==> config.mk <==
export PLATFORM = sky130hd
export DESIGN_NAME = lector_contadores
export DESIGN_NICKNAME = d
export VERILOG_FILES = /design/src/rtl/lector_contadores.sv
export SDC_FILE = /design/constraint.sdc
export NUM_CORES = 1
export LEC_CHECK = 0
export ABC_AREA = 1
export BUFFER_PORTS_ARGS = -buffer_cell sky130_fd_sc_hd__buf_2
export CORE_MARGIN = 4
export CORE_UTILIZATION = 30
export CTS_CLUSTER_SIZE = 8
export DETAILED_ROUTE_END_ITERATION = 12
export SLEW_MARGIN = 20
export SYNTH_ARGS = -nofsm -noshare
export SYNTH_HDL_FRONTEND = slang
export SYNTH_SLANG_ARGS = --single-unit
==> constraint.sdc <==
create_clock -name clk -period 1.9 [get_ports clk]
set_input_delay 0.095 -clock clk [delete_from_list [all_inputs] [get_ports clk]]
set_output_delay 0.095 -clock clk [all_outputs]
set_load 0.1 [all_outputs]
==> src/rtl/lector_contadores.sv <==
// lector_contadores: sweeps the counter bank index 0..NUM_CNT-1 after an
// accepted start, captures each valid response into holding registers,
// accumulates their sum and flags timeouts/aborts.
//
// Ports:
//   clk      - system clock, rising edge
//   reset_L  - asynchronous active-low reset
//   idle     - datapath idle; counter bank answers only while high
//   start    - one-cycle sweep request (accepted only in IDLE with idle=1)
//   valid    - counter bank response valid
//   data_in  - counter value for the current idx
//   idx      - index presented to the counter bank
//   busy     - sweep in progress (SETTLE/WAIT)
//   done     - one-cycle pulse at end of sweep
//   error    - timeout or abort during last sweep (sticky until next start)
//   cnt_0..4 - captured counter values
//   total    - sum of captured values
module lector_contadores #(
    parameter int unsigned CNT_W   = 5,
    parameter int unsigned IDX_W   = 3,
    parameter int unsigned TIMEOUT = 4
) (
    input  logic             clk,
    input  logic             reset_L,
    input  logic             idle,
    input  logic             start,
    input  logic             valid,
    input  logic [CNT_W-1:0] data_in,
    output logic [IDX_W-1:0] idx,
    output logic             busy,
    output logic             done,
    output logic             error,
    output logic [CNT_W-1:0] cnt_0,
    output logic [CNT_W-1:0] cnt_1,
    output logic [CNT_W-1:0] cnt_2,
    output logic [CNT_W-1:0] cnt_3,
    output logic [CNT_W-1:0] cnt_4,
    output logic [7:0]       total
);

    localparam int unsigned NUM_CNT = 5;
    localparam int unsigned TOT_W   = 8;
    localparam int unsigned TMR_W   = (TIMEOUT > 1) ? $clog2(TIMEOUT) : 1;

    typedef enum logic [1:0] {
        S_IDLE,
        S_SETTLE,
        S_WAIT,
        S_DONE
    } state_t;

    state_t             state_q, state_d;
    logic [IDX_W-1:0]   idx_d;
    logic               busy_d, done_d, error_d;
    logic [TMR_W-1:0]   timer_q, timer_d;
    logic [TOT_W-1:0]   total_d;
    logic [CNT_W-1:0]   cnt_q [NUM_CNT];
    logic [CNT_W-1:0]   cnt_d [NUM_CNT];
    logic               advance;
    logic               last_entry;

    // State and holding registers; every output comes straight from a flop.
    always_ff @(posedge clk or negedge reset_L) begin
        if (!reset_L) begin
            state_q <= S_IDLE;
            idx     <= '0;
            busy    <= 1'b0;
            done    <= 1'b0;
            error   <= 1'b0;
            timer_q <= '0;
            total   <= '0;
            for (int i = 0; i < NUM_CNT; i++) begin
                cnt_q[i] <= '0;
            end
        end else begin
            state_q <= state_d;
            idx     <= idx_d;
            busy    <= busy_d;
            done    <= done_d;
            error   <= error_d;
            timer_q <= timer_d;
            total   <= total_d;
            for (int i = 0; i < NUM_CNT; i++) begin
                cnt_q[i] <= cnt_d[i];
            end
        end
    end

    // Next-state and next-output logic.
    always_comb begin
        state_d    = state_q;
        idx_d      = idx;
        error_d    = error;
        timer_d    = timer_q;
        total_d    = total;
        advance    = 1'b0;
        last_entry = (idx == IDX_W'(NUM_CNT - 1));
        for (int i = 0; i < NUM_CNT; i++) begin
            cnt_d[i] = cnt_q[i];
        end

        case (state_q)
            S_IDLE: begin
                if (start && idle) begin
                    for (int i = 0; i < NUM_CNT; i++) begin
                        cnt_d[i] = '0;
                    end
                    total_d = '0;
                    error_d = 1'b0;
                    idx_d   = '0;
                    state_d = S_SETTLE;
                end
            end
            S_SETTLE: begin
                timer_d = '0;
                state_d = S_WAIT;
            end
            S_WAIT: begin
                if (!idle) begin
                    // Abort: current and remaining entries keep their cleared value.
                    error_d = 1'b1;
                    state_d = S_DONE;
                end else if (valid) begin
                    for (int i = 0; i < NUM_CNT; i++) begin
                        if (idx == IDX_W'(i)) begin
                            cnt_d[i] = data_in;
                        end
                    end
                    total_d = total + TOT_W'(data_in);
                    advance = 1'b1;
                end else if (timer_q == TMR_W'(TIMEOUT - 1)) begin
                    error_d = 1'b1;
                    advance = 1'b1;
                end else begin
                    timer_d = timer_q + TMR_W'(1);
                end

                if (advance) begin
                    if (last_entry) begin
                        state_d = S_DONE;
                    end else begin
                        idx_d   = idx + IDX_W'(1);
                        state_d = S_SETTLE;
                    end
                end
            end
            S_DONE: begin
                idx_d   = '0;
                state_d = S_IDLE;
            end
            default: begin
                state_d = S_IDLE;
            end
        endcase

        // busy/done are registered copies of the state being entered.
        busy_d = (state_d == S_SETTLE) || (state_d == S_WAIT);
        done_d = (state_d == S_DONE);
    end

    assign cnt_0 = cnt_q[0];
    assign cnt_1 = cnt_q[1];
    assign cnt_2 = cnt_q[2];
    assign cnt_3 = cnt_q[3];
    assign cnt_4 = cnt_q[4];

endmodule

==> results of run 1 <==
-- synth_stat cells --
library cell               instances  area share
sky130_fd_sc_hd__a21oi_1           4      0.0092
sky130_fd_sc_hd__a21oi_2           3       0.012
sky130_fd_sc_hd__a22o_1            1      0.0040
sky130_fd_sc_hd__buf_4             1      0.0034
sky130_fd_sc_hd__buf_6             2       0.010
sky130_fd_sc_hd__clkbuf_1          1      0.0017
sky130_fd_sc_hd__dfrtp_1          43        0.49
sky130_fd_sc_hd__fa_1              1      0.0092
sky130_fd_sc_hd__ha_1             12       0.069
sky130_fd_sc_hd__inv_1            23       0.040
sky130_fd_sc_hd__inv_2             2      0.0034
sky130_fd_sc_hd__nand2_1          90        0.16
sky130_fd_sc_hd__nand2_2           1      0.0029
sky130_fd_sc_hd__nand3_1          11       0.025
sky130_fd_sc_hd__nand4_1           2      0.0057
sky130_fd_sc_hd__nand4_2           1      0.0057
sky130_fd_sc_hd__nor2_1           10       0.017
sky130_fd_sc_hd__nor2_2            4       0.011
sky130_fd_sc_hd__nor2_4            2       0.010
sky130_fd_sc_hd__nor3_1            1      0.0023
sky130_fd_sc_hd__o21ai_0          26       0.060
sky130_fd_sc_hd__o21ai_1          10       0.023
sky130_fd_sc_hd__o21ai_2           2      0.0080
sky130_fd_sc_hd__o22ai_1           1      0.0029
sky130_fd_sc_hd__or2_2             2      0.0057
sky130_fd_sc_hd__xnor2_1           1      0.0040
sky130_fd_sc_hd__xor2_1            1      0.0040
-- worst paths after layout --
path | start | endpoint | slack (ns) | cells after the start
max | idx[0] | idx[0] | 0.35 | 7
min | data_in[2] | cnt_3[2] | 0.09 | 3
max reg2reg | idx[0] | idx[0] | 0.35 | 7
min reg2reg | cnt_4[3] | cnt_4[3] | 0.47 | 2
max in group asynchronous | reset_L | idx[2] | 1.06 | 3
min in group asynchronous | reset_L | cnt_1[2] | 0.26 | 2
-- kinds of logic (layout without fill, tap and decap cells) --
group           count (synthesis)  after routing
buf+inv                        29             87
flops                          43             43
fa+ha+maj                      13             13
simple gates                  124            124
compound gates                 47             47
xor+xnor                        2              2
-- metal layers --
metal / global-route usage / share of wire / up-vias
met5: 0 / 0 / -
met4: 0.0366 / 0.013 / 0
met3: 0.0282 / 0.038 / 6
met2: 0.209 / 0.47 / 33
met1: 0.169 / 0.48 / 855
li1: - / - / 943
-- flip-flops by register name, indices dropped and copies added (netlist names) --
name	flops
busy	1
state_q	2
cnt_2	5
total	8
cnt_1	5
timer_q	2
cnt_3	5
done	1
cnt_4	5
error	1
idx	3
cnt_0	5
-- worst min-delay path, stage by stage --
cell and delay, ns:
sky130_fd_sc_hd__buf_2 0.11, sky130_fd_sc_hd__nand2_1 0.08, sky130_fd_sc_hd__o21ai_1 0.07
-- final cells by class --
cell class                      instances  area share
Timing Repair Buffer                   54       0.112
Tap cell                               96      0.0446
Clock inverter                          2      0.0130
Inverter                               25      0.0349
Sequential cell                        43       0.404
Clock buffer                            6      0.0307
Multi-Input combinational cell        186       0.362
-- placed cells by master (no fill, tap or decap) --
| cell | Yosys | layout |
|---|---|---|
| sky130_fd_sc_hd__xnor2_1 | 1 | 1 |
| sky130_fd_sc_hd__nor2_2 | 4 | 4 |
| sky130_fd_sc_hd__o21ai_2 | 2 | 2 |
| sky130_fd_sc_hd__bufinv_16 | 0 | 1 |
| sky130_fd_sc_hd__clkinv_2 | 0 | 1 |
| sky130_fd_sc_hd__clkbuf_8 | 0 | 6 |
| sky130_fd_sc_hd__a22o_1 | 1 | 1 |
| sky130_fd_sc_hd__o21ai_0 | 26 | 26 |
| sky130_fd_sc_hd__fa_1 | 1 | 1 |
| sky130_fd_sc_hd__a21oi_1 | 4 | 4 |
| sky130_fd_sc_hd__inv_2 | 2 | 2 |
| sky130_fd_sc_hd__buf_4 | 1 | 4 |
| sky130_fd_sc_hd__dlygate4sd3_1 | 0 | 1 |
| sky130_fd_sc_hd__nor2_4 | 2 | 2 |
| sky130_fd_sc_hd__nor2_1 | 10 | 10 |
| sky130_fd_sc_hd__ha_1 | 12 | 12 |
| sky130_fd_sc_hd__o21ai_1 | 10 | 10 |
| sky130_fd_sc_hd__dfrtp_2 | 0 | 8 |
| sky130_fd_sc_hd__nand4_2 | 1 | 1 |
| sky130_fd_sc_hd__nand4_1 | 2 | 2 |
| sky130_fd_sc_hd__o22ai_1 | 1 | 1 |
| sky130_fd_sc_hd__xor2_1 | 1 | 1 |
| sky130_fd_sc_hd__nand2_2 | 1 | 1 |
| sky130_fd_sc_hd__buf_2 | 0 | 48 |
| sky130_fd_sc_hd__a21oi_2 | 3 | 3 |
| sky130_fd_sc_hd__nand3_1 | 11 | 11 |
| sky130_fd_sc_hd__buf_12 | 0 | 1 |
| sky130_fd_sc_hd__nor3_1 | 1 | 1 |
| sky130_fd_sc_hd__dfrtp_1 | 43 | 35 |
| sky130_fd_sc_hd__nand2_1 | 90 | 90 |
| sky130_fd_sc_hd__inv_1 | 23 | 23 |
| sky130_fd_sc_hd__or2_2 | 2 | 2 |
-- metrics by stage --
step	utilization	setup WS, ns	hold slack, ns
after detailed placement	0.371	0.361	0.0676
after global routing	0.390	0.127	0.103
final	0.390	0.347	0.0854
after floorplan	-	0.0325	-0.201
after CTS	0.390	0.336	0.0809
after global placement	0.371	0.393	0.0630
==> flow_summary.ini, run 1 <==
[outcome]
run_status = complete, no violations

[cts]
clock_tree.buffer_depth = 2
clockRootBuffer = sky130_fd_sc_hd__clkbuf_8
postCtsResizedCells = 0
cts_tree = done
total_clock_buffers_created_by_cts = 5
cts_max_level = 2
clk_pin_slew_worst_paths_ns = 0.08
cts.hold.buffers_added = 1
cts_setup_buffers = 0
clock-sinks = 43
clock_insertion_delay_worst_skew_ns = 0.30

[sta]
finalSetupViolations = 0
clock-skew-final_ns = 0.00705
worst_slew_margin_rel = 0.667
layout_min_cycle_time_ns = 1.55
final-max-slew-violation-count = 0
final_min_period_over_clock_period = 0.818
fmax_mhz = 644
final_sum_of_negative_setup_slack_ns = 0
setup_repair_after_global_routing_missed_its_margin = no
final_hold_viol_count = 0
worstMarginPinSlew_ns = 0.504

[detailed_routing]
drt_iter0_markers = 63
routed_wl_mm = 5.16
drt_first_pass_iters = 6
route.antenna.remaining_nets = 0
route.detailed.wl_per_inst_um = 12.5
drc = 0
via_per_inst = 4.46
detailroute.via_count = 1837

[yosys]
post_synthesis_cell_area_mm2 = 0.00218
synth_simple_gate_area_share = 0.242
synth_cell_types = 27
synth_sequential_area_ratio = 0.494
syn-mean-instance-area_um2 = 8.44
synth_fa_ha_area_frac = 0.0782
synth_mux_area_frac = 0
synth_xor_xnor_area_share = 0.00805
synth.net_count = 281
ys_warn_count = 0
postSynthRegisterBits = 43
number_of_cells_produced_by_synthesis = 258
synth_top_family_by_area = simple AND/OR/NAND/NOR gates
synth_compound_area_frac = 0.119

[placement]
place.port_buffers = 48
place.detailed.instances = 403
area_post_placement_mm2 = 0.00256
dp.final_hpwl_mm = 4.10
place.gp.congestion = 0.784

[global_routing]
global_route.usage.total = 0.128
grt_first_pass_wirelength_mm = 8.84
largest_net_degree_at_the_start_of_global_routing = 30
antenna_found_initial = 0
number_of_global_route_vias_before_repair = 1841
grt.overflow.total = 0

[critical_path]
timing.critical_path.cells = inv_1, ha_1, nand2_1, inv_1, o21ai_0, nand3_1, o21ai_0
worst_path_max_delay_cell = sky130_fd_sc_hd__dfrtp_2
end_kind = flop
critical_path.n_buffers_inverters = 2
setup.worst_path.class = flop to flop
cp_data_arrival_time_ns = 1.76
worst_path_largest_cell_delay_ns = 0.40
worst_setup_path_start_kind = flop
critical_path_required_ns = 2.10
timing.critical_path.max_delay_family = compound AO/OA/AOI/OAI gates
worstPathMaxFanout = 6

[floorplan]
fp.dieH_um = 93.2
pin_count = 49
placementRows = 30
full_die_area_mm2 = 0.00868
starting_density = 0.315
total_core_area_mm2 = 0.00691
width_of_the_die_um = 93.2

[final_layout]
flow.area_growth_from_synthesis_pct = 23.6
final_net_count = 338
num-fill-cells = 749
area_of_the_multi_input_gates_um2 = 973
seq_area_mm2 = 0.00109
post-route-cell-area_mm2 = 0.00269
n_antenna_cell = 0
stdcell_count = 412
share_of_layout_cells_above_drive_strength_1 = 0.272

[worst_hold_path]
worstHoldPathType = primary input to flop

[flow_run]
drv_cap = 0
Power of run 1 is left out: the tool's default activity adds up to more than one toggle a clock period on the data nets, which glitch-free logic cannot reach.
==> run 2: changes to the inputs <==
Clock period 1.9 ns to 1.4 ns, I/O delays scaled along.
==> flow_summary.ini, run 2 (synthesis results as in run 1) <==
[outcome]
run_status = complete, but fails checks
violations = setup timing

[final_layout]
num-fill-cells = 706
largest-register = total
share_of_layout_cells_above_drive_strength_1 = 0.456
most_frequent_cells_in_the_layout = sky130_fd_sc_hd__nand2_1 (75), sky130_fd_sc_hd__buf_2 (46), sky130_fd_sc_hd__dfrtp_1 (33)
largest_register_ffs = 8
final_net_count = 360
mostFrequentLayoutCell = sky130_fd_sc_hd__nand2_1
seq_area_mm2 = 0.00111
area_of_the_multi_input_gates_mm2 = 0.00131
post-route-cell-area_mm2 = 0.00327
flow.area_growth_from_synthesis_pct = 50.3
n_antenna_cell = 0

[detailed_routing]
route.detailed.wl_per_inst_um = 13.8
detailroute.via_count = 1987
via_per_inst = 4.58
drc = 0
routed_wl_mm = 5.99
drt_first_pass_iters = 4
route.antenna.remaining_nets = 0
drt_iter0_markers = 95

[global_routing]
global_route.usage.total = 0.136
number_of_global_route_vias_before_repair = 1934
antenna_found_initial = 0
largest_net_degree_at_the_start_of_global_routing = 30
grt.overflow.total = 0
grt_first_pass_wirelength_mm = 9.26

[cts]
cts_max_level = 2
clock-sinks = 43
cts_tree = done
clk_pin_slew_worst_paths_ns = 0.09
clock_insertion_delay_worst_skew_ns = 0.30
clock_tree.buffer_depth = 2
total_clock_buffers_created_by_cts = 5
clockRootBuffer = sky130_fd_sc_hd__clkbuf_8

[critical_path]
cp_data_arrival_time_ns = 1.65
worstPathMaxFanout = 11
worst_setup_path_start_kind = flop
r2r-start = state_q[1]
regToRegSetupSlack_ns = -0.06
worstRegToRegCells = 7
reg_to_reg_endpoint = cnt_1[4]
setup.worst_path.class = flop to flop
critical_path_required_ns = 1.59
critPathLaunch = state_q[1]
end_kind = flop
worst_setup_path_endpoint = cnt_1[4]

[worst_hold_path]
min_path_cells = 3
worstHoldPathType = primary input to flop

[sta]
layout_setup_ws_ns = -0.0607
final_hold_viol_count = 0
finalSetupViolations = 29
worstMarginPinSlew_ns = 0.510
final-max-slew-violation-count = 0
worst_slew_margin_rel = 0.662
final_min_period_over_clock_period = 1.04
layout_min_cycle_time_ns = 1.46
fmax_mhz = 685
clock-skew-final_ns = 0.00577
final_sum_of_negative_setup_slack_ns = -0.948
setup_repair_after_global_routing_missed_its_margin = yes

[floorplan]
total_core_area_mm2 = 0.00691
full_die_area_mm2 = 0.00868
fp.dieH_um = 93.2
width_of_the_die_um = 93.2
pin_count = 49
starting_density = 0.315
placementRows = 30

[placement]
dp.final_hpwl_mm = 4.12
place.gp.congestion = 0.793
place.port_buffers = 48
area_post_placement_mm2 = 0.00281

[flow_run]
drv_cap = 0
## run 2: critical path, stage by stage (launching register included)
cell                      delay, ns
sky130_fd_sc_hd__dfrtp_1       0.39
sky130_fd_sc_hd__inv_2         0.07
sky130_fd_sc_hd__nor2_4        0.26
sky130_fd_sc_hd__inv_4         0.16
sky130_fd_sc_hd__a21oi_4       0.27
sky130_fd_sc_hd__nor2_4        0.09
sky130_fd_sc_hd__nand2_1       0.06
sky130_fd_sc_hd__nand2_1       0.06
## run 2: area by class of cell
| class | instances | area share |
|---|---|---|
| clock buffers | 5 | 0.0210 |
| inverters | 25 | 0.0317 |
| repair buffers | 75 | 0.159 |
| flip-flops and latches | 43 | 0.339 |
| well taps | 96 | 0.0367 |
| multi-input cells | 187 | 0.399 |
| clock inverters | 3 | 0.0134 |
## run 2: worst min-delay path by stage
stage,startpoint,to,slack [ns]
after detailed placement,reset_L,idx[0],0.04
final,data_in[4],cnt_3[4],0.07
after floorplan,reset_L,busy,-0.23
after CTS,data_in[3],cnt_3[3],0.06
after global placement,reset_L,idx[0],0.02
after global routing,data_in[2],cnt_3[2],0.07
## run 2: routing by layer
layer / track usage / wire (um)
met1: 0.168 / 2700
met2: 0.233 / 2960
met3: 0.0330 / 261
met4: 0.0440 / 78
met5: 0 / 0
## run 2: timing repair
item,in CTS,in global routing
pin swaps,7,22
gates cloned,0,3
hold endpoints to repair,15,0
hold buffers,1,0
buffers inserted,2,7
resized for setup,7,43
setup endpoints to repair,11,40
## run 2: metrics by stage
| stage | hold WS [ns] | cells | setup slack, ns | util |
|---|---|---|---|---|
| 6_report | 0.0698 | 434 | -0.0607 | 0.474 |
| 5_1_grt | 0.0738 | 434 | -0.165 | 0.474 |
| 4_1_cts | 0.0554 | 424 | -0.0317 | 0.433 |
| 3_5_place_dp | 0.0353 | 413 | -0.0201 | 0.407 |
| 3_3_place_gp | 0.0240 | 413 | -0.00665 | 0.407 |
| 2_1_floorplan | -0.226 | 258 | -0.227 | - |
Power of run 2 is left out for the same reason.
